File: src/rtl/decode_stage_pkg.sv
// decode_stage_pkg: shared CPU constants (opcodes, unit encodings, decode
// bundle bit positions), the skid-buffer state type and the stored entry.
package decode_stage_pkg;
    localparam int CPU_XLEN = 32;
    localparam logic [6:0] OP_LUI      = 7'b0110111;
    localparam logic [6:0] OP_AUIPC    = 7'b0010111;
    localparam logic [6:0] OP_JAL      = 7'b1101111;
    localparam logic [6:0] OP_JALR     = 7'b1100111;
    localparam logic [6:0] OP_BRANCH   = 7'b1100011;
    localparam logic [6:0] OP_LOAD     = 7'b0000011;
    localparam logic [6:0] OP_STORE    = 7'b0100011;
    localparam logic [6:0] OP_OP_IMM   = 7'b0010011;
    localparam logic [6:0] OP_OP       = 7'b0110011;
    localparam logic [6:0] OP_MISC_MEM = 7'b0001111;
    localparam logic [6:0] OP_SYSTEM   = 7'b1110011;
    localparam logic [1:0] UNIT_ALU = 2'd0;
    localparam logic [1:0] UNIT_LSU = 2'd1;
    localparam logic [1:0] UNIT_SYS = 2'd2;
    localparam logic [2:0] SUB_ALU_REG = 3'd0;
    localparam logic [2:0] SUB_BRANCH  = 3'd1;
    localparam logic [2:0] SUB_ALU_IMM = 3'd2;
    localparam logic [2:0] SUB_LUI     = 3'd3;
    localparam logic [2:0] SUB_AUIPC   = 3'd4;
    localparam logic [2:0] SUB_JAL     = 3'd5;
    localparam logic [2:0] SUB_JALR    = 3'd6;
    localparam logic [2:0] SUB_LOAD    = 3'd0;
    localparam logic [2:0] SUB_STORE   = 3'd1;
    localparam logic [2:0] SUB_CSR     = 3'd0;
    localparam logic [2:0] SUB_ENV     = 3'd1;
    localparam logic [2:0] SUB_FENCE   = 3'd2;
    localparam int DEC_CALC_J  = 0;
    localparam int DEC_ILLEGAL = 1;
    localparam int DEC_EBREAK  = 2;
    localparam int DEC_ECALL   = 3;
    localparam int DEC_FENCE   = 4;
    localparam int DEC_IMM     = 5;
    localparam int DEC_W       = 15;
    typedef enum logic [1:0] {S_EMPTY, S_ONE, S_TWO} state_t;
    typedef struct packed {
        logic [CPU_XLEN-1:0] pc;
        logic [DEC_W-1:0]    decode;
        logic [CPU_XLEN-1:0] imm;
        logic [4:0]          rs1;
        logic [4:0]          rs2;
        logic [4:0]          rd;
        logic                rd_we;
        logic [11:0]         csr;
    } dec_entry_t;
endpackage

File: src/rtl/decode_stage_class_dec.sv
// class_dec: instruction-class decoder producing the 15-bit decode bundle
// {unit, sub_unit, sel, imm, fence, ecall, ebreak, illegal, calc_j}.
// Ports: in_instr (raw instruction) -> out_decode (bundle).
module class_dec
    import decode_stage_pkg::*;
(
    input  logic [31:0]      in_instr,
    output logic [DEC_W-1:0] out_decode
);
    logic [2:0] w_f3;
    logic [6:0] w_f7;
    logic [1:0] w_unit;
    logic [2:0] w_sub;
    logic [3:0] w_sel;
    logic       w_imm, w_fence, w_ecall, w_ebreak, w_ill, w_calc_j;
    assign w_f3 = in_instr[14:12];
    assign w_f7 = in_instr[31:25];
    always_comb begin
        w_unit   = UNIT_ALU;
        w_sub    = SUB_ALU_REG;
        w_sel    = '0;
        w_imm    = 1'b0;
        w_fence  = 1'b0;
        w_ecall  = 1'b0;
        w_ebreak = 1'b0;
        w_ill    = 1'b0;
        w_calc_j = 1'b0;
        case (in_instr[6:0])
            OP_LUI:    begin w_sub = SUB_LUI; w_imm = 1'b1; end
            OP_AUIPC:  begin w_sub = SUB_AUIPC; w_imm = 1'b1; end
            OP_JAL:    begin w_sub = SUB_JAL; w_calc_j = 1'b1; end
            OP_JALR:   begin w_sub = SUB_JALR; w_calc_j = 1'b1; w_ill = w_f3 != 3'd0; end
            OP_BRANCH: begin w_sub = SUB_BRANCH; w_calc_j = 1'b1; w_sel = {1'b0, w_f3}; w_ill = w_f3[2:1] == 2'b01; end
            OP_LOAD:   begin w_unit = UNIT_LSU; w_sub = SUB_LOAD; w_imm = 1'b1; w_sel = {1'b0, w_f3}; w_ill = w_f3 == 3'd3 || w_f3[2:1] == 2'b11; end
            OP_STORE:  begin w_unit = UNIT_LSU; w_sub = SUB_STORE; w_imm = 1'b1; w_sel = {1'b0, w_f3}; w_ill = w_f3[2] || w_f3[1:0] == 2'b11; end
            OP_OP_IMM: begin w_sub = SUB_ALU_IMM; w_imm = 1'b1; w_sel = {w_f3 == 3'd5 && in_instr[30], w_f3}; end
            OP_OP: begin
                w_sel = {in_instr[30], w_f3};
                w_ill = w_f7 != 7'h00 && !(w_f7 == 7'h20 && (w_f3 == 3'd0 || w_f3 == 3'd5));
            end
            OP_MISC_MEM: begin w_unit = UNIT_SYS; w_sub = SUB_FENCE; w_fence = 1'b1; end
            OP_SYSTEM: begin
                w_unit   = UNIT_SYS;
                w_sub    = w_f3 == 3'd0 ? SUB_ENV : SUB_CSR;
                w_sel    = w_f3 == 3'd0 ? 4'd0 : {1'b0, w_f3};
                w_imm    = w_f3[2];
                w_ecall  = w_f3 == 3'd0 && in_instr[31:7] == 25'h0;
                w_ebreak = w_f3 == 3'd0 && in_instr[31:7] == 25'h2000;
                w_ill    = w_f3 == 3'd4 || (w_f3 == 3'd0 && !(w_ecall || w_ebreak));
            end
            default: w_ill = 1'b1;
        endcase
    end
    assign out_decode = {w_unit, w_sub, w_sel, w_imm, w_fence, w_ecall, w_ebreak, w_ill, w_calc_j};
endmodule

File: src/rtl/decode_stage_imm_gen.sv
// imm_gen: combinational immediate expansion by opcode.
// Ports: in_instr (raw instruction) -> out_imm (XLEN-wide immediate).
module imm_gen
    import decode_stage_pkg::*;
#(
    parameter int XLEN = CPU_XLEN
) (
    input  logic [31:0]     in_instr,
    output logic [XLEN-1:0] out_imm
);
    logic w_s;
    assign w_s = in_instr[31];
    always_comb begin
        out_imm = '0;
        case (in_instr[6:0])
            OP_LOAD, OP_OP_IMM, OP_JALR: out_imm = {{(XLEN-12){w_s}}, in_instr[31:20]};
            OP_STORE:         out_imm = {{(XLEN-12){w_s}}, in_instr[31:25], in_instr[11:7]};
            OP_BRANCH:        out_imm = {{(XLEN-12){w_s}}, in_instr[7], in_instr[30:25], in_instr[11:8], 1'b0};
            OP_LUI, OP_AUIPC: out_imm = {{(XLEN-31){w_s}}, in_instr[30:12], 12'b0};
            OP_JAL:           out_imm = {{(XLEN-20){w_s}}, in_instr[19:12], in_instr[20], in_instr[30:21], 1'b0};
            OP_SYSTEM:        out_imm = in_instr[14] ? XLEN'(in_instr[19:15]) : '0;
            default:          out_imm = '0;
        endcase
    end
endmodule

File: src/rtl/decode_stage.sv
// decode_stage: fetch->execute decode stage with a 2-entry skid buffer so
// out_ready never reaches in_ready combinationally.
// Ports: clk, rst (async active-high); in_valid/in_ready/in_pc/in_instr from
// fetch; flush from execute; out_valid/out_ready and the head entry fields
// (out_pc, out_decode, out_imm, out_rs1/rs2/rd, out_rd_we, out_csr) to
// execute; perf_stall_in/perf_stall_out stall counters.
// Optional: DECODE_STAGE_PERF_EN enables the stall counters (else tied to 0).
// XLEN must equal CPU_XLEN, which sizes the stored entry.
module decode_stage
    import decode_stage_pkg::*;
#(
    parameter int XLEN   = CPU_XLEN,
    parameter int PERF_W = 32
) (
    input  logic              clk,
    input  logic              rst,
    input  logic              in_valid,
    output logic              in_ready,
    input  logic [XLEN-1:0]   in_pc,
    input  logic [31:0]       in_instr,
    input  logic              flush,
    output logic              out_valid,
    input  logic              out_ready,
    output logic [XLEN-1:0]   out_pc,
    output logic [DEC_W-1:0]  out_decode,
    output logic [XLEN-1:0]   out_imm,
    output logic [4:0]        out_rs1,
    output logic [4:0]        out_rs2,
    output logic [4:0]        out_rd,
    output logic              out_rd_we,
    output logic [11:0]       out_csr,
    output logic [PERF_W-1:0] perf_stall_in,
    output logic [PERF_W-1:0] perf_stall_out
);
    state_t           r_state, w_next;
    dec_entry_t       r_head, r_tail, w_new;
    logic [XLEN-1:0]  w_imm;
    logic [DEC_W-1:0] w_cls, w_dec;
    logic             w_acc, w_emit, w_load_head, w_load_tail, w_shift, w_rd_we;
    imm_gen #(.XLEN(XLEN)) u_imm (.in_instr(in_instr), .out_imm(w_imm));
    class_dec u_dec (.in_instr(in_instr), .out_decode(w_cls));
    // Non-32-bit encodings are illegal on top of whatever the decoder says.
    assign w_dec = {w_cls[DEC_W-1:DEC_ILLEGAL+1], w_cls[DEC_ILLEGAL] | (in_instr[1:0] != 2'b11), w_cls[DEC_ILLEGAL-1:0]};
    assign w_rd_we = !(in_instr[6:0] == OP_BRANCH || in_instr[6:0] == OP_STORE || w_dec[DEC_FENCE] ||
                       w_dec[DEC_ECALL] || w_dec[DEC_EBREAK] || w_dec[DEC_ILLEGAL] || in_instr[11:7] == 5'd0);
    assign w_new = '{pc: in_pc, decode: w_dec, imm: w_imm, rs1: in_instr[19:15], rs2: in_instr[24:20],
                     rd: in_instr[11:7], rd_we: w_rd_we, csr: in_instr[31:20]};
    assign in_ready  = r_state != S_TWO && !rst;
    assign out_valid = r_state != S_EMPTY;
    assign w_acc     = in_valid && in_ready;
    assign w_emit    = out_valid && out_ready;
    always_comb begin
        w_next      = r_state;
        w_load_head = 1'b0;
        w_load_tail = 1'b0;
        w_shift     = 1'b0;
        case (r_state)
            S_EMPTY: begin
                w_next      = w_acc ? S_ONE : S_EMPTY;
                w_load_head = w_acc;
            end
            S_ONE: begin
                w_next      = (w_acc && !w_emit) ? S_TWO : (!w_acc && w_emit) ? S_EMPTY : S_ONE;
                w_load_head = w_acc && w_emit;
                w_load_tail = w_acc && !w_emit;
            end
            S_TWO: begin
                w_next  = w_emit ? S_ONE : S_TWO;
                w_shift = w_emit;
            end
            default: w_next = S_EMPTY;
        endcase
        if (flush) begin
            w_next      = S_EMPTY;
            w_load_head = 1'b0;
            w_load_tail = 1'b0;
            w_shift     = 1'b0;
        end
    end
    always_ff @(posedge clk or posedge rst) begin
        if (rst) begin
            r_state <= S_EMPTY;
            r_head  <= '0;
            r_tail  <= '0;
        end else begin
            r_state <= w_next;
            if (w_load_head) r_head <= w_new;
            else if (w_shift) r_head <= r_tail;
            if (w_load_tail) r_tail <= w_new;
        end
    end
    assign out_pc     = r_head.pc;
    assign out_decode = r_head.decode;
    assign out_imm    = r_head.imm;
    assign out_rs1    = r_head.rs1;
    assign out_rs2    = r_head.rs2;
    assign out_rd     = r_head.rd;
    assign out_rd_we  = r_head.rd_we;
    assign out_csr    = r_head.csr;
`ifdef DECODE_STAGE_PERF_EN
    logic [PERF_W-1:0] r_stall_in, r_stall_out;
    always_ff @(posedge clk or posedge rst) begin
        if (rst) begin
            r_stall_in  <= '0;
            r_stall_out <= '0;
        end else begin
            if (in_valid && !in_ready) r_stall_in <= r_stall_in + PERF_W'(1);
            if (out_valid && !out_ready) r_stall_out <= r_stall_out + PERF_W'(1);
        end
    end
    assign perf_stall_in  = r_stall_in;
    assign perf_stall_out = r_stall_out;
`else
    assign perf_stall_in  = '0;
    assign perf_stall_out = '0;
`endif
endmodule

File: config.mk
export PLATFORM = sky130hd
export DESIGN_NAME = decode_stage
export DESIGN_NICKNAME = d
export VERILOG_FILES = /design/src/rtl/decode_stage_pkg.sv /design/src/rtl/decode_stage_class_dec.sv /design/src/rtl/decode_stage_imm_gen.sv /design/src/rtl/decode_stage.sv
export SDC_FILE = /design/constraint.sdc
export NUM_CORES = 1
export LEC_CHECK = 0
export CORE_MARGIN = 10
export CORE_UTILIZATION = 49
export DETAILED_ROUTE_END_ITERATION = 7
export PLACE_DENSITY = 0.83
export SYNTH_ARGS = -nofsm -noshare
export SYNTH_HDL_FRONTEND = slang
export SYNTH_SLANG_ARGS = --single-unit
File: constraint.sdc
create_clock -name clk -period 7.7 [get_ports clk]
set_input_delay 1.54 -clock clk [delete_from_list [all_inputs] [get_ports clk]]
set_output_delay 1.54 -clock clk [all_outputs]
set_load 0.02 [all_outputs]
---- Word-level counts from Yosys, hierarchy flattened ----
Index checks and enable logic that the tools add are counted.
storage, ports and cells
  bits in registers ....................... 216
  bits of input ports ..................... 69
  word-level logic and storage cells ...... 115
cells by class
  equal/unequal tests ..................... 23
  multiplexer cells ....................... 27
  bitwise logic cells ..................... 1
  reduce and logical (&&, ||, !) cells .... 47
operators with widths
  kind                  number
  $mux 107              2
  $pmux 32 s6           1
  $eq 7x6->1 const B    4
  $eq 7x7->1 const B    4
  $eq 25x14->1 const B  1
  $logic_not 25->1      1
  $pmux 3 s7            1
  $pmux 4 s4            1
  $eq 7x5->1 const B    2
  $logic_and 1x1->1     12
  $mux 1                12
  $logic_or 1x1->1      11
  $reduce_or 2->1       5
  $reduce_or 5->1       2
  $reduce_or 3->1       3
  $eq 7x2->1 const B    1
  $eq 7x4->1 const B    1
  $pmux 1 s7            1
  $reduce_bool 7->1     1
  $eq 2x2->1 const B    3
  $eq 3x3->1 const B    2
  $logic_not 1->1       6
  $mux 2                3
  $pmux 2 s3            1
  13 further kinds      17

---- Depth between registers and ports, before layout ----
Gate-level depths: netlist (run 1).
  word-level depth ........................ 12
  mapped depth ............................ 12
  depth with buffers taken out ............ 9

---- By module ----
Synthesis (run 1) repeated with hierarchy kept, for this count alone.
second synthesis, totals
  cell total of the unflattened synthesis .. 1146
  area, all modules ....................... 10398.7 µm²
modules (own cells, without submodules)
  module        instances  cells each  area each (µm²)  seq. area each (µm²)
  decode_stage  1          973         9242.6           5154.9
  imm_gen       1          80          596.8            0.0
  class_dec     1          93          559.3            0.0

---- Worst setup path before layout (run 1) ----
OpenSTA, ideal clock, no wires.
  path kind ............................... input to register
  start ................................... input rst
  end ..................................... register r_state[0]
  library setup time ...................... 72 ps
  arrival ................................. 6292 ps
  required time ........................... 7628 ps
  path slack .............................. 1335 ps
  stages .................................. 5
  path buffers ............................ 0
  path through ............................ inv_1 -> nand2_1 -> o21ai_0 -> a21oi_1 -> nor2_1
between the ends
  word-level cells in the longest chain between the ends .. 9
RTL lines
  item                           RTL line            RTL
  start, declared                decode_stage.sv:16  input logic rst,
  $logic_not 1->1 (no line) (*)  -
  $logic_and 1x1->1 (*)          decode_stage.sv:48  assign in_ready = r_state != S_TWO && !rst;
  $logic_and 1x1->1 (*)          decode_stage.sv:50  assign w_acc = in_valid && in_ready;
  $logic_not 1->1                decode_stage.sv:63  w_next = (w_acc && !w_emit) ? S_TWO : (!w_acc && w_emit) ? S_EMPTY : S_ONE;
  $logic_and 1x1->1              decode_stage.sv:63
  $mux 1                         decode_stage.sv:63
  $mux 2                         decode_stage.sv:63
  $pmux 2 s3 (*)                 decode_stage.sv:57  case (r_state)
  $mux 2 (*)                     decode_stage.sv:73  if (flush) begin
  via w_next[0]                  decode_stage.sv:35  state_t r_state, w_next;
  end signal, assigned           decode_stage.sv:86  r_state <= w_next;
  end, declared                  decode_stage.sv:35
Mark *: on every way through the listed nets, which the timed path passes. The rest lies on a longest branch.
A chain may end at the register's enable or synchronous reset.

---- Final worst setup path (run 1) ----
  start ................................... input rst
  end ..................................... register r_head (netlist bit out_decode[5])
between the ends
  word-level cells in the longest chain between the ends .. 7
RTL lines
  item                                                  RTL line            RTL
  $logic_not 1->1 (no line) (*)                         -
  $logic_and 1x1->1 (*)                                 decode_stage.sv:48
  $logic_and 1x1->1 (*)                                 decode_stage.sv:50
  $logic_and 1x1->1                                     decode_stage.sv:64  w_load_head = w_acc && w_emit;
  $pmux 1 s2 (*)                                        decode_stage.sv:57
  $mux 1 (*)                                            decode_stage.sv:73
  $mux 107 / $reduce_bool 2->1 (equally long branches)  -
  end signal, assigned                                  decode_stage.sv:87  if (w_load_head) r_head <= w_new;
  end signal, assigned                                  decode_stage.sv:88  else if (w_shift) r_head <= r_tail;
  end, declared                                         decode_stage.sv:36  dec_entry_t r_head, r_tail, w_new;
Every way passes the cells marked *; elsewhere a longest branch is shown, timed or not.

==> results of run 1 <==
worst paths after layout:
path	start	endpoint	depth (start not counted)
max	rst	out_decode[5]	11
min	out_pc[30]	out_pc[30]	2
max reg2reg	r_state[1]	out_decode[5]	10
min reg2reg	out_pc[30]	out_pc[30]	2
max in group asynchronous	rst	out_imm[16]	3
min in group asynchronous	rst	out_csr[8]	2
cell type report:
cell class	instances	area, um2
clock buffer	27	611
clock inverter	13	120
fill	1561	6990
inverter	6	30.0
multi-input combinational	734	3670
sequential	206	5150
tap	234	293
timing repair buffer	185	1830
worst max-delay path, delay by kind of cell:
| kind | cells | cell delay (ps) |
|---|---|---|
| buffers and inverters | 3 | 1750 |
| and+or+nand+nor | 3 | 850 |
| AOI/OAI and AO/OA | 4 | 500 |
| adders and majority gates | 1 | 170 |
where the power goes:
| group | total (mW) | switching (mW) | internal, mW | leakage [nW] |
|---|---|---|---|---|
| clock network | 1.06 | 0.426 | 0.632 | 0.364 |
| logic | 0.577 | 0.336 | 0.241 | 2.35 |
| registers | 1.34 | 0.0940 | 1.24 | 2.73 |
| total | 2.97 | 0.856 | 2.11 | 5.44 |
layer usage:
| layer | wire length, um | vias up |
|---|---|---|
| li1 | - | 3615 |
| met1 | 10800 | 3760 |
| met2 | 12500 | 314 |
| met3 | 2630 | 46 |
| met4 | 492 | 0 |
| met5 | 0 | - |
cell families (layout without fill, tap and decap cells):
| logic type | Yosys count | count (layout) |
|---|---|---|
| AND/OR/NAND/NOR | 426 | 426 |
| other | 1 | 64 |
| XOR/XNOR | 1 | 1 |
| buffers and inverters | 138 | 231 |
| AO/OA/AOI/OAI | 239 | 239 |
| adder cells (fa/ha/maj) | 2 | 2 |
| multiplexers | 2 | 2 |
| flip-flops | 206 | 206 |
synth_stat cells (3+ instances only):
| cell type | n |
|---|---|
| nand3_1 | 5 |
| a22o_1 | 3 |
| or2_2 | 3 |
| a32oi_1 | 4 |
| o21ai_0 | 81 |
| nor4_1 | 5 |
| and2_1 | 11 |
| nor2_1 | 21 |
| a222oi_1 | 5 |
| clkbuf_1 | 53 |
| o31ai_1 | 3 |
| nor2b_1 | 5 |
| a21oi_1 | 30 |
| buf_4 | 69 |
| dfrtp_1 | 206 |
| nand2_1 | 342 |
| inv_1 | 6 |
| a22oi_1 | 88 |
| nor3_1 | 8 |
| buf_1 | 8 |
| a221o_1 | 8 |
| nand2b_1 | 7 |
| nand3b_1 | 3 |
through the flow:
step	cells	power, mW	hold WS (ps)	instance area [um2]	setup slack [ps]
final	1405	2.97	472	11700	3200
after global routing	1405	3.11	490	11700	3000
after CTS	1405	2.99	476	11700	3240
after detailed placement	1365	1.93	462	11000	2780
after global placement	1365	1.91	453	11000	2880
after floorplan	1078	1.67	439	9580	517
registers in the layout, summed over array words and instances (netlist names):
| register | flops |
|---|---|
| r_state | 2 |
| r_tail | 102 |
| out_rd | 5 |
| out_decode | 15 |
| out_rd_we | 1 |
| out_csr | 8 |
| out_rs1 | 5 |
| out_imm | 32 |
| out_pc | 32 |
| out_rs2 | 4 |
==> results.sh, run 1 <==
export IMPL_cp_slowest_cell="buf_4"
export IMPL_drcViolationCount=3
export IMPL_grt_pass1_vias=7733
export IMPL_cp_arrival_ps=4900
export IMPL_drive_above_1_share=0.0470
export IMPL_seq_area_frac_synth=0.552
export IMPL_cp_end_kind="flip-flop"
export IMPL_fmax_mhz=222
export IMPL_cts_buffers_inserted=22
export IMPL_cts_tree="done"
export IMPL_slew_viol_final=0
export IMPL_hold_violations=0
export IMPL_ys_flop_type="dfrtp_1"
export IMPL_crit_type="input pin to flip-flop"
export IMPL_h_tree_depth=1
export IMPL_grt_use_total=0.207
export IMPL_cap_violations=0
export IMPL_async_reset_ff_frac=1.00
export IMPL_vias=7735
export IMPL_crit_chain="clkdlybuf4s50_1 -> a21oi_1 -> and2_1 -> ha_1 -> nand2_1 -> a211oi_4 -> buf_4 -> nor2_4 -> buf_4 -> a22oi_1 -> o21ai_0"
export IMPL_skew_ps=26.0
export IMPL_relSlewSlack=0.328
export IMPL_rsz0062_at_grt="false"
export IMPL_yosysWarningCount=0
export IMPL_root_buffer="clkbuf_16"
export IMPL_synth_mux_area_frac=0.00214
export IMPL_ant_nets=0
export IMPL_hp_class="flip-flop to flip-flop"
export IMPL_cts_reportedPaths_clkPinSlew_ps=60
export IMPL_yosys_area_share_adder=0.00268
export IMPL_dr_pass1_iters=8
export IMPL_max_stage_delay_ps=790
export IMPL_num_rows=50
export IMPL_ioPinCount=242
export IMPL_die_h_um=158
export IMPL_synth_edf_count=0
export IMPL_viasPerCell=5.51
export IMPL_port_buffers=177
export IMPL_die_w_um=158
export IMPL_worst_pin_slew_ps=1000
export IMPL_synth_distinct_cells=52
export IMPL_cts_buffer_depth=3
export IMPL_cp_required_ps=8110
export IMPL_synthSimpleGateAreaFrac=0.190
export IMPL_ys_seq_elements=206
export IMPL_final_nets=1226
export IMPL_violations="design-rule violations"
export IMPL_utilization=0.626
export IMPL_met2_usage=0.332
export IMPL_post_cts_resized=0
export IMPL_vdd_drop_max_mv=0.184
export IMPL_outcome="complete, but fails checks"
export IMPL_gp_congestion=0.876
export IMPL_synth_area_per_cell_um2=9.21
export IMPL_grt_busiest_layer="met2"
export IMPL_ctsHoldBuffers=0
export IMPL_antenna_found_initial=0
export IMPL_use_met1=0.271
export IMPL_area_growth_pct=25.3
export IMPL_synth_xor_area_share=0.000937
export IMPL_synth_top_area_frac=0.552
export IMPL_drt_iter0_drc=778
export IMPL_wl_per_cell_um=18.8
export IMPL_synthCells=1015
export IMPL_worstSetupStartpointType="input pin"
export IMPL_die_area_um2=25000
export IMPL_path_common_cell="buf_4"
export IMPL_clock_sinks=206
export IMPL_p_leak_nw=5.44
export IMPL_fin_crit_ps=4500
export IMPL_synth_top_family_by_area="simple AND/OR/NAND/NOR gates"
export IMPL_clock_latency_ps=510
export IMPL_synth_area_top_cells="dfrtp_1 55%, nand2_1 14%, a22oi_1 7.1%"
export IMPL_cp_max_fo=78
export IMPL_cts_setup_buffers=0
export IMPL_globalRouteOverflowTotal=0
export IMPL_setup_tns_final_ps=0
export IMPL_final_cell_mix="342 x nand2_1, 206 x dfrtp_1, 177 x clkdlybuf4s50_1"
export IMPL_start_util=0.500
export IMPL_period_share=0.584
export IMPL_hpwl_um=17600
export IMPL_synth_compound_area_frac=0.169
export IMPL_num_antenna_cells=0
export IMPL_rrSetupSlack_ps=4090
export IMPL_totalWireLength_um=26400
export IMPL_syn_area_um2=9350
export IMPL_setup_viol=0
export IMPL_final_common_cell="nand2_1"
export IMPL_grt_pass1_wl_um=42200
export IMPL_grt_util_met3=0.0632
export IMPL_coreArea_um2=18700
export IMPL_grt_max_degree=128
export IMPL_netlist_top_cell_by_area="dfrtp_1"
export IMPL_p_per_area_nw_per_um2=254
No activity file was read; power rests on OpenSTA's default activity.
==> inputs of run 2 (changes only) <==
CORE_UTILIZATION = 44   (was 49)
PLACE_DENSITY = 0.79   (was 0.83)
clock period = 3.75 ns   (was 7.7 ns; I/O delays follow)
==> run 2 against run 1 <==
- the flow now finishes without violations
- flip-flop and latch count is the same
- highest routed layer unchanged
- largest cell class unchanged
- global-route usage down 1.9 points
- hold slack worse by 10 ps
- largest power group unchanged
- final area grew 1.3%
- final cell count is 3.6% higher
- critical path depth down 1
- sequential share of layout area is 0.57 points lower
- total power grew 110%
- first-iteration DRC count decreased by 1.9%
- clock-buffer cell count increased by 5
==> results.sh, run 2 (synthesis results as in run 1) <==
export IMPL_p_per_area_nw_per_um2=516
export IMPL_worst_pin_slew_ps=802
export IMPL_drcViolationCount=0
export IMPL_antenna_found_initial=0
export IMPL_cp_required_ps=4160
export IMPL_port_buffers=177
export IMPL_relSlewSlack=0.464
export IMPL_utilization=0.566
export IMPL_outcome="finished, final reports clean"
export IMPL_crit_type="input pin to flip-flop"
export IMPL_drt_iter0_drc=763
export IMPL_period_share=0.800
export IMPL_regMostFlops="r_tail"
export IMPL_clock_latency_ps=500
export IMPL_hpwl_um=18000
export IMPL_post_cts_resized=0
export IMPL_cp_arrival_ps=3410
export IMPL_dr_pass1_iters=6
export IMPL_whs_ps=461
export IMPL_coreArea_um2=21000
export IMPL_grt_max_degree=147
export IMPL_final_cell_mix="342 x nand2_1, 206 x dfrtp_1, 177 x clkdlybuf4s50_1"
export IMPL_grt_pass1_vias=7834
export IMPL_skew_ps=8.86
export IMPL_wl_per_cell_um=18.6
export IMPL_setup_viol=0
export IMPL_stdcell_count=1456
export IMPL_die_area_um2=27500
export IMPL_cts_buffer_depth=3
export IMPL_worstSetupStartpointType="input pin"
export IMPL_die_h_um=166
export IMPL_totalWireLength_um=27100
export IMPL_cts_setup_buffers=0
export IMPL_grt_pass1_wl_um=43600
export IMPL_fin_crit_ps=3000
export IMPL_cp_end_kind="flip-flop"
export IMPL_clock_sinks=206
export IMPL_die_w_um=166
export IMPL_ctsHoldBuffers=0
export IMPL_fmax_mhz=333
export IMPL_cap_violations=0
export IMPL_num_rows=53
export IMPL_vdd_drop_max_mv=0.302
export IMPL_num_antenna_cells=0
export IMPL_grt_use_total=0.188
export IMPL_dp_cells=1415
export IMPL_ioPinCount=242
export IMPL_cts_tree="done"
export IMPL_cts_reportedPaths_clkPinSlew_ps=60
export IMPL_viasPerCell=5.35
export IMPL_cp_max_fo=37
export IMPL_largest_reg_flops=102
export IMPL_gp_congestion=0.853
export IMPL_final_nets=1236
export IMPL_hold_violations=0
export IMPL_ant_nets=0
export IMPL_cts_buffers_inserted=23
export IMPL_slew_viol_final=0
export IMPL_rsz0062_at_grt="false"
export IMPL_final_common_cell="nand2_1"
export IMPL_start_util=0.446
export IMPL_vias=7786
export IMPL_hp_class="flip-flop to flip-flop"
export IMPL_area_growth_pct=27.0
export IMPL_p_leak_nw=5.49
export IMPL_fill_cells=1852
export IMPL_globalRouteOverflowTotal=0
export IMPL_h_tree_depth=1
export IMPL_root_buffer="clkbuf_16"
export IMPL_drive_above_1_share=0.0533
-- run 2: worst max-delay path: stages --
cell and delay (ps):
clkdlybuf4s50_1 540, a21oi_1 90, and2_1 190, ha_1 170, nand2_1 120, a211oi_4 90
nor2_4 650, buf_4 540, a22oi_1 120, o21ai_0 120
-- run 2: final timing paths --
path,from,endpoint,slack (ps),cells after the start
max,rst,out_decode[2],750,10
min,r_tail[68],out_decode[8],460,2
max reg2reg,r_state[1],out_decode[2],820,9
min reg2reg,r_tail[68],out_decode[8],460,2
max in group asynchronous,rst,r_tail[77],2260,3
min in group asynchronous,rst,out_csr[8],910,3
-- run 2: layout make-up --
| cell class | instances | area, um2 | area share |
|---|---|---|---|
| Sequential cell | 206 | 5150 | 0.434 |
| Inverter | 6 | 26.3 | 0.00221 |
| Clock inverter | 9 | 72.6 | 0.00611 |
| Multi-Input combinational cell | 734 | 3670 | 0.310 |
| Clock buffer | 32 | 659 | 0.0556 |
| Tap cell | 275 | 344 | 0.0290 |
| Timing Repair Buffer | 194 | 1940 | 0.163 |
-- run 2: metal layers --
layer	track usage	routed length, um	up-vias
met1	0.243	11300	3786
met5	0	0	-
met4	0.0512	602	0
li1	-	-	3636
met3	0.0587	2520	43
met2	0.298	12700	321
-- run 2: through the flow --
step	power (mW)	cell area, um2	worst slack, ps	setup TNS [ps]
floorplan	3.43	9590	-441	-441
global placement	3.94	11100	346	0
detailed placement	3.98	11100	262	0
CTS	6.19	11900	777	0
global route	6.42	11900	532	0
finish	6.13	11900	749	0
-- run 2: power breakdown --
group / switching (mW) / internal, mW
Combinational: 0.695 / 0.503
Clock: 0.892 / 1.29
Sequential: 0.193 / 2.55
==> inputs of run 3 (changes only) <==
CORE_UTILIZATION = 49   (was 44)
PLACE_DENSITY = 0.83   (was 0.79)
clock period = 3.07 ns   (was 3.75 ns; I/O delays follow)
==> run 3 against run 2 <==
- the flow now finishes with violations (design-rule violations)
- clock power increased by 29%
- sequential share of layout area shrank 0.74 points
- final cell count fell by 1.2%
- clock skew rose by 11 ps
- register-to-register slack got worse by 310 ps
- final area is 1.7% higher
- via count up 1.9%
- die area is 9.0% lower
- sequential power rose by 22%
- worst setup slack got worse by 240 ps
- total power up 25%
- critical endpoint is now out_imm[1]
- largest power group unchanged
==> results.sh, run 3 (synthesis results as in run 1) <==
export IMPL_crit_chain="or2_2 -> and2_1 -> ha_1 -> nand2_1 -> a211oi_4 -> nor2_4 -> buf_12 -> a22oi_1 -> o21ai_0"
export IMPL_p_leak_nw=5.64
export IMPL_grt_pass1_vias=7921
export IMPL_die_area_um2=25000
export IMPL_cts_setup_buffers=0
export IMPL_rsz0062_at_grt="false"
export IMPL_ctsHoldBuffers=0
export IMPL_period_share=0.833
export IMPL_r2r_end="out_imm[1]"
export IMPL_drive_above_1_share=0.0731
export IMPL_viasPerCell=5.52
export IMPL_globalRouteOverflowTotal=0
export IMPL_hp_class="flip-flop to flip-flop"
export IMPL_hold_violations=0
export IMPL_wl_per_cell_um=19.1
export IMPL_regMostFlops="r_tail"
export IMPL_dr_pass1_iters=8
export IMPL_rrSetupSlack_ps=510
export IMPL_final_nets=1259
export IMPL_fin_crit_ps=2560
export IMPL_num_rows=50
export IMPL_cp_num_buf_inv=1
export IMPL_ant_nets=0
export IMPL_worstSetupStartpointType="flip-flop"
export IMPL_final_cell_mix="342 x nand2_1, 206 x dfrtp_1, 177 x clkdlybuf4s50_1"
export IMPL_hpwl_um=19000
export IMPL_path_delay_family="simple AND/OR/NAND/NOR gates"
export IMPL_grt_pass1_wl_um=43200
export IMPL_p_switching_mw=2.21
export IMPL_crit_type="flip-flop to flip-flop"
export IMPL_largest_reg_flops=102
export IMPL_drcViolationCount=2
export IMPL_cap_violations=0
export IMPL_vias=7931
export IMPL_pwr_share_seq=0.435
export IMPL_grt_use_total=0.212
export IMPL_cp_max_fo=53
export IMPL_p_sw_frac=0.288
export IMPL_cell_internal_pwr_mw=5.46
export IMPL_holdPathStages=2
export IMPL_clockPowerShare=0.369
export IMPL_slew_viol_final=0
export IMPL_worst_pin_slew_ps=789
export IMPL_gp_congestion=0.876
export IMPL_cp_slowest_cell="dfrtp_1"
export IMPL_post_cts_resized=0
export IMPL_grt_max_degree=140
export IMPL_die_h_um=158
export IMPL_cts_reportedPaths_clkPinSlew_ps=60
export IMPL_setup_viol=0
export IMPL_p_per_area_nw_per_um2=635
export IMPL_cp_required_ps=3490
export IMPL_max_stage_delay_ps=490
export IMPL_vdd_drop_max_mv=0.460
export IMPL_cts_buffers_inserted=23
export IMPL_cts_buffer_depth=3
export IMPL_totalWireLength_um=27500
export IMPL_hp_start="out_pc[26]"
export IMPL_clock_sinks=206
export IMPL_reg2reg_from="r_state[1]"
export IMPL_clock_latency_ps=500
export IMPL_min_to="out_pc[26]"
export IMPL_ioPinCount=242
export IMPL_relSlewSlack=0.474
export IMPL_utilization=0.646
export IMPL_setup_tns_final_ps=0
export IMPL_drt_iter0_drc=691
export IMPL_placed_cell_area_um2=11300
export IMPL_coreArea_um2=18700
export IMPL_reg2reg_depth=9
export IMPL_cp_end_kind="flip-flop"
export IMPL_final_common_cell="nand2_1"
export IMPL_skew_ps=19.4
export IMPL_fill_cells=1494
export IMPL_antenna_found_initial=0
export IMPL_outcome="complete, but fails checks"
export IMPL_power_frac_comb=0.195
export IMPL_die_w_um=158
export IMPL_cts_tree="done"
export IMPL_cp_arrival_ps=2970
export IMPL_root_buffer="clkbuf_16"
export IMPL_h_tree_depth=1
export IMPL_whs_ps=473
export IMPL_violations="design-rule violations"
export IMPL_port_buffers=177
export IMPL_stdcell_area_um2=12100
export IMPL_fmax_mhz=391
export IMPL_num_antenna_cells=0
export IMPL_area_growth_pct=29.2
export IMPL_start_util=0.500
run 3: cell count changes in the layout (fill, tap and decap cells not counted), sizes merged:
cell / change
inv: +2
bufinv: +2
buf: +23
clkinvlp: +1
clkbuf: -4
clkinv: -1
run 3: stage by stage:
stage | power [mW] | setup WS, ps | std cells
floorplan | 4.20 | -985 | 1078
global placement | 4.83 | 215 | 1397
detailed placement | 4.89 | 66.4 | 1397
CTS | 7.73 | 504 | 1438
global route | 8.01 | 290 | 1438
finish | 7.67 | 513 | 1438
run 3: routing by layer:
layer,global-route usage,part of all wire,vias up
met2,0.340,0.48,346
met4,0.0516,0.022,0
met5,0,0,-
met3,0.0646,0.094,45
li1,-,-,3692
met1,0.276,0.41,3848
run 3: power by group through the flow:
stage	Clock (mW)	Combinational [mW]	Sequential, mW
finish	2.83	1.50	3.34
global route	2.98	1.64	3.39
CTS	2.88	1.51	3.34
detailed placement	0	1.50	3.38
global placement	0	1.47	3.37
floorplan	0	0.627	3.57
run 3: cell type report:
class,count,area [um2],share of cell area
flip-flops and latches,206,5150,0.427
multi-input cells,734,3670,0.304
repair buffers,217,2150,0.178
inverters,6,26.3,0.00218
well taps,234,293,0.0242
clock inverters,13,155,0.0128
clock buffers,28,624,0.0517
run 3: worst register-to-register path: stages, from the launching register on:
cell      delay [ps]
dfrtp_1          490
or2_2            330
and2_1           170
ha_1             190
nand2_1          130
a211oi_4         100
nor2_4           460
buf_12           330
a22oi_1          160
o21ai_0          110
run 3: worst max-delay path by stage:
stage / startpoint / end / slack (ps) / cells past startpoint
6_report: r_state[1] / out_imm[1] / 510 / 9
5_1_grt: r_state[1] / out_imm[1] / 290 / 9
4_1_cts: r_state[1] / out_rd_we / 500 / 9
3_5_place_dp: rst / out_imm[12] / 70 / 10
3_3_place_gp: rst / out_imm[16] / 220 / 10
2_1_floorplan: rst / r_state[0] / -980 / 5
==> RTL change (settings of run 1) <==
Encoding of `state_t`: now one-hot (3 bits for 3 states).
--- a/src/rtl/decode_stage_pkg.sv
+++ b/src/rtl/decode_stage_pkg.sv
@@ -35,7 +35,7 @@
     localparam int DEC_FENCE   = 4;
     localparam int DEC_IMM     = 5;
     localparam int DEC_W       = 15;
-    typedef enum logic [1:0] {S_EMPTY, S_ONE, S_TWO} state_t;
+    typedef enum logic [2:0] {S_EMPTY = 3'b001, S_ONE = 3'b010, S_TWO = 3'b100} state_t;
     typedef struct packed {
         logic [CPU_XLEN-1:0] pc;
         logic [DEC_W-1:0]    decode;
Formal check against the unedited RTL: same outputs for any inputs over 4 cycles, from zero or initial values and one cycle with rst high; so few cycles prove little.
==> RTL change against run 1 <==
- synthesized area is 2.3% higher
- clock power rose by 14%
- worst setup slack improved by 0.031 ns
- count of clock-buffer cells in the layout is 4 higher
- clock skew shrank 0.017 ns
- final cell count increased by 3.3%
- design area grew 2.9%
- largest power group unchanged
- sequential cell count grew 1
- via count increased by 2.7%
- wire length is 2.5% higher
- total power down 2.1%
==> RTL change: results (changes against run 1) <==
<table>
<tr><th>Metric</th><th>Value</th></tr>
<tr><th colspan="2">Detailed routing</th></tr>
<tr><td>Wire length on met1</td><td>10800 microns (about the same)</td></tr>
<tr><td>DR vias</td><td>7940 (was 7735)</td></tr>
<tr><td>Initial drt markers</td><td>679 (was 778)</td></tr>
<tr><td>Wire length after detailed routing</td><td>27100 microns (was 26400 microns)</td></tr>
<tr><td>1st-pass router iterations</td><td>6 (was 8)</td></tr>
<tr><th colspan="2">Critical path</th></tr>
<tr><td>CP Data Arrival Time</td><td>2.92 ns (was 4.90 ns)</td></tr>
<tr><td>Max FO, Critical Path</td><td>3 (was 78)</td></tr>
<tr><td>Worst-path cell with the longest stage delay</td><td>sky130_fd_sc_hd__clkdlybuf4s50_1 (was sky130_fd_sc_hd__buf_4)</td></tr>
<tr><th colspan="2">GRT</th></tr>
<tr><td>Aggregate global-route resource usage</td><td>20.1% (was 20.7%)</td></tr>
<tr><td>Global-route wire length before repair</td><td>43000 microns (was 42200 microns)</td></tr>
<tr><td>Pin count of the biggest net entering global routing</td><td>140 (was 128)</td></tr>
<tr><td>Via count of the first global-routing pass</td><td>7951 (was 7733)</td></tr>
<tr><th colspan="2">Placed design</th></tr>
<tr><td>Detail Placement HPWL</td><td>18000 microns (was 17600 microns)</td></tr>
<tr><td>Instance count after placement with tap cells included</td><td>1411 (was 1365)</td></tr>
<tr><td>Placer's final routability congestion estimate</td><td>0.925 (was 0.876)</td></tr>
<tr><td>Post-place setup slack</td><td>3.05 ns (was 2.78 ns)</td></tr>
<tr><td>Instance area at placement</td><td>11200 sq um (was 11000 sq um)</td></tr>
<tr><th colspan="2">Synthesis</th></tr>
<tr><td>Largest cells by area after synthesis</td><td>sky130_fd_sc_hd__dfrtp_1 (54%), sky130_fd_sc_hd__nand2_1 (14%), sky130_fd_sc_hd__a22oi_1 (6.0%), sky130_fd_sc_hd__buf_4 (5.4%), sky130_fd_sc_hd__o21ai_0 (2.6%) (was sky130_fd_sc_hd__dfrtp_1 (55%), sky130_fd_sc_hd__nand2_1 (14%), sky130_fd_sc_hd__a22oi_1 (7.1%), sky130_fd_sc_hd__buf_4 (5.5%), sky130_fd_sc_hd__o21ai_0 (4.3%))</td></tr>
<tr><td>Number of distinct library cells after synthesis</td><td>64 (was 52)</td></tr>
<tr><td>Post-synthesis sequential area ratio</td><td>54.2% (was 55.2%)</td></tr>
<tr><td>Mean instance size in the synthesized netlist</td><td>9.24 sq um (was 9.21 sq um)</td></tr>
<tr><th colspan="2">Status</th></tr>
<tr><td>Status</td><td>finished, final reports clean (was finished, violations left)</td></tr>
<tr><th colspan="2">Final layout</th></tr>
<tr><td>Share of post-route cells with drive strength above 1</td><td>5.39% (was 4.70%)</td></tr>
<tr><td>Final Non-Filler Cells</td><td>1452 (was 1405)</td></tr>
<tr><td>NumNets Final</td><td>1243 (was 1226)</td></tr>
<tr><th colspan="2">Clock network</th></tr>
<tr><td>Num CTS Buffers</td><td>23 (was 22)</td></tr>
</table>
==> RTL change: worst paths after layout <==
kind	slack, ns	to	from	depth (start not counted)
setup / recovery	3.24	in_ready	rst	3
hold / removal	0.47	out_pc[5]$_DFFE_PP0P_	out_pc[5]$_DFFE_PP0P_	2
setup reg to reg	4.14	r_tail[12]$_DFFE_PP0P_	r_state[0]$_DFF_PP1_	9
hold reg to reg	0.47	out_pc[5]$_DFFE_PP0P_	out_pc[5]$_DFFE_PP0P_	2
max in group asynchronous	4.58	out_rs1[1]$_DFFE_PP0P_	rst	3
min in group asynchronous	1.70	r_state[1]$_DFF_PP0_	rst	2
==> RTL change: routing by layer <==
metal | vias to the layer above | GRT usage [%]
met5 | - | 0
met4 | 0 | 5.10
met3 | 36 | 5.91
met1 | 3870 | 24.5
li1 | 3688 | -
met2 | 346 | 34.1
==> RTL change: logic make-up after synthesis <==
group / share of synthesized area, %
adder cells (fa/ha/maj): 0.393
AO/OA/AOI/OAI: 16.4
AND/OR/NAND/NOR: 19.8
multiplexers: 0.209
XOR/XNOR: 0.0916
other: 0.0392
buffers and inverters: 8.83
flip-flops: 54.2
==> RTL change: area by class of cell <==
cell class | instances | area, sq um | area share (%)
flip-flops and latches | 207 | 5180 | 43.0
multi-input cells | 740 | 3800 | 31.5
repair buffers | 187 | 1850 | 15.3
clock buffers | 31 | 666 | 5.52
well taps | 265 | 332 | 2.75
clock inverters | 10 | 179 | 1.48
inverters | 12 | 52.6 | 0.436
==> RTL change: where the power goes <==
| part | switching, mW | internal (mW) |
|---|---|---|
| combinational | 0.280 | 0.203 |
| sequential | 0.0492 | 1.17 |
| clock | 0.434 | 0.772 |
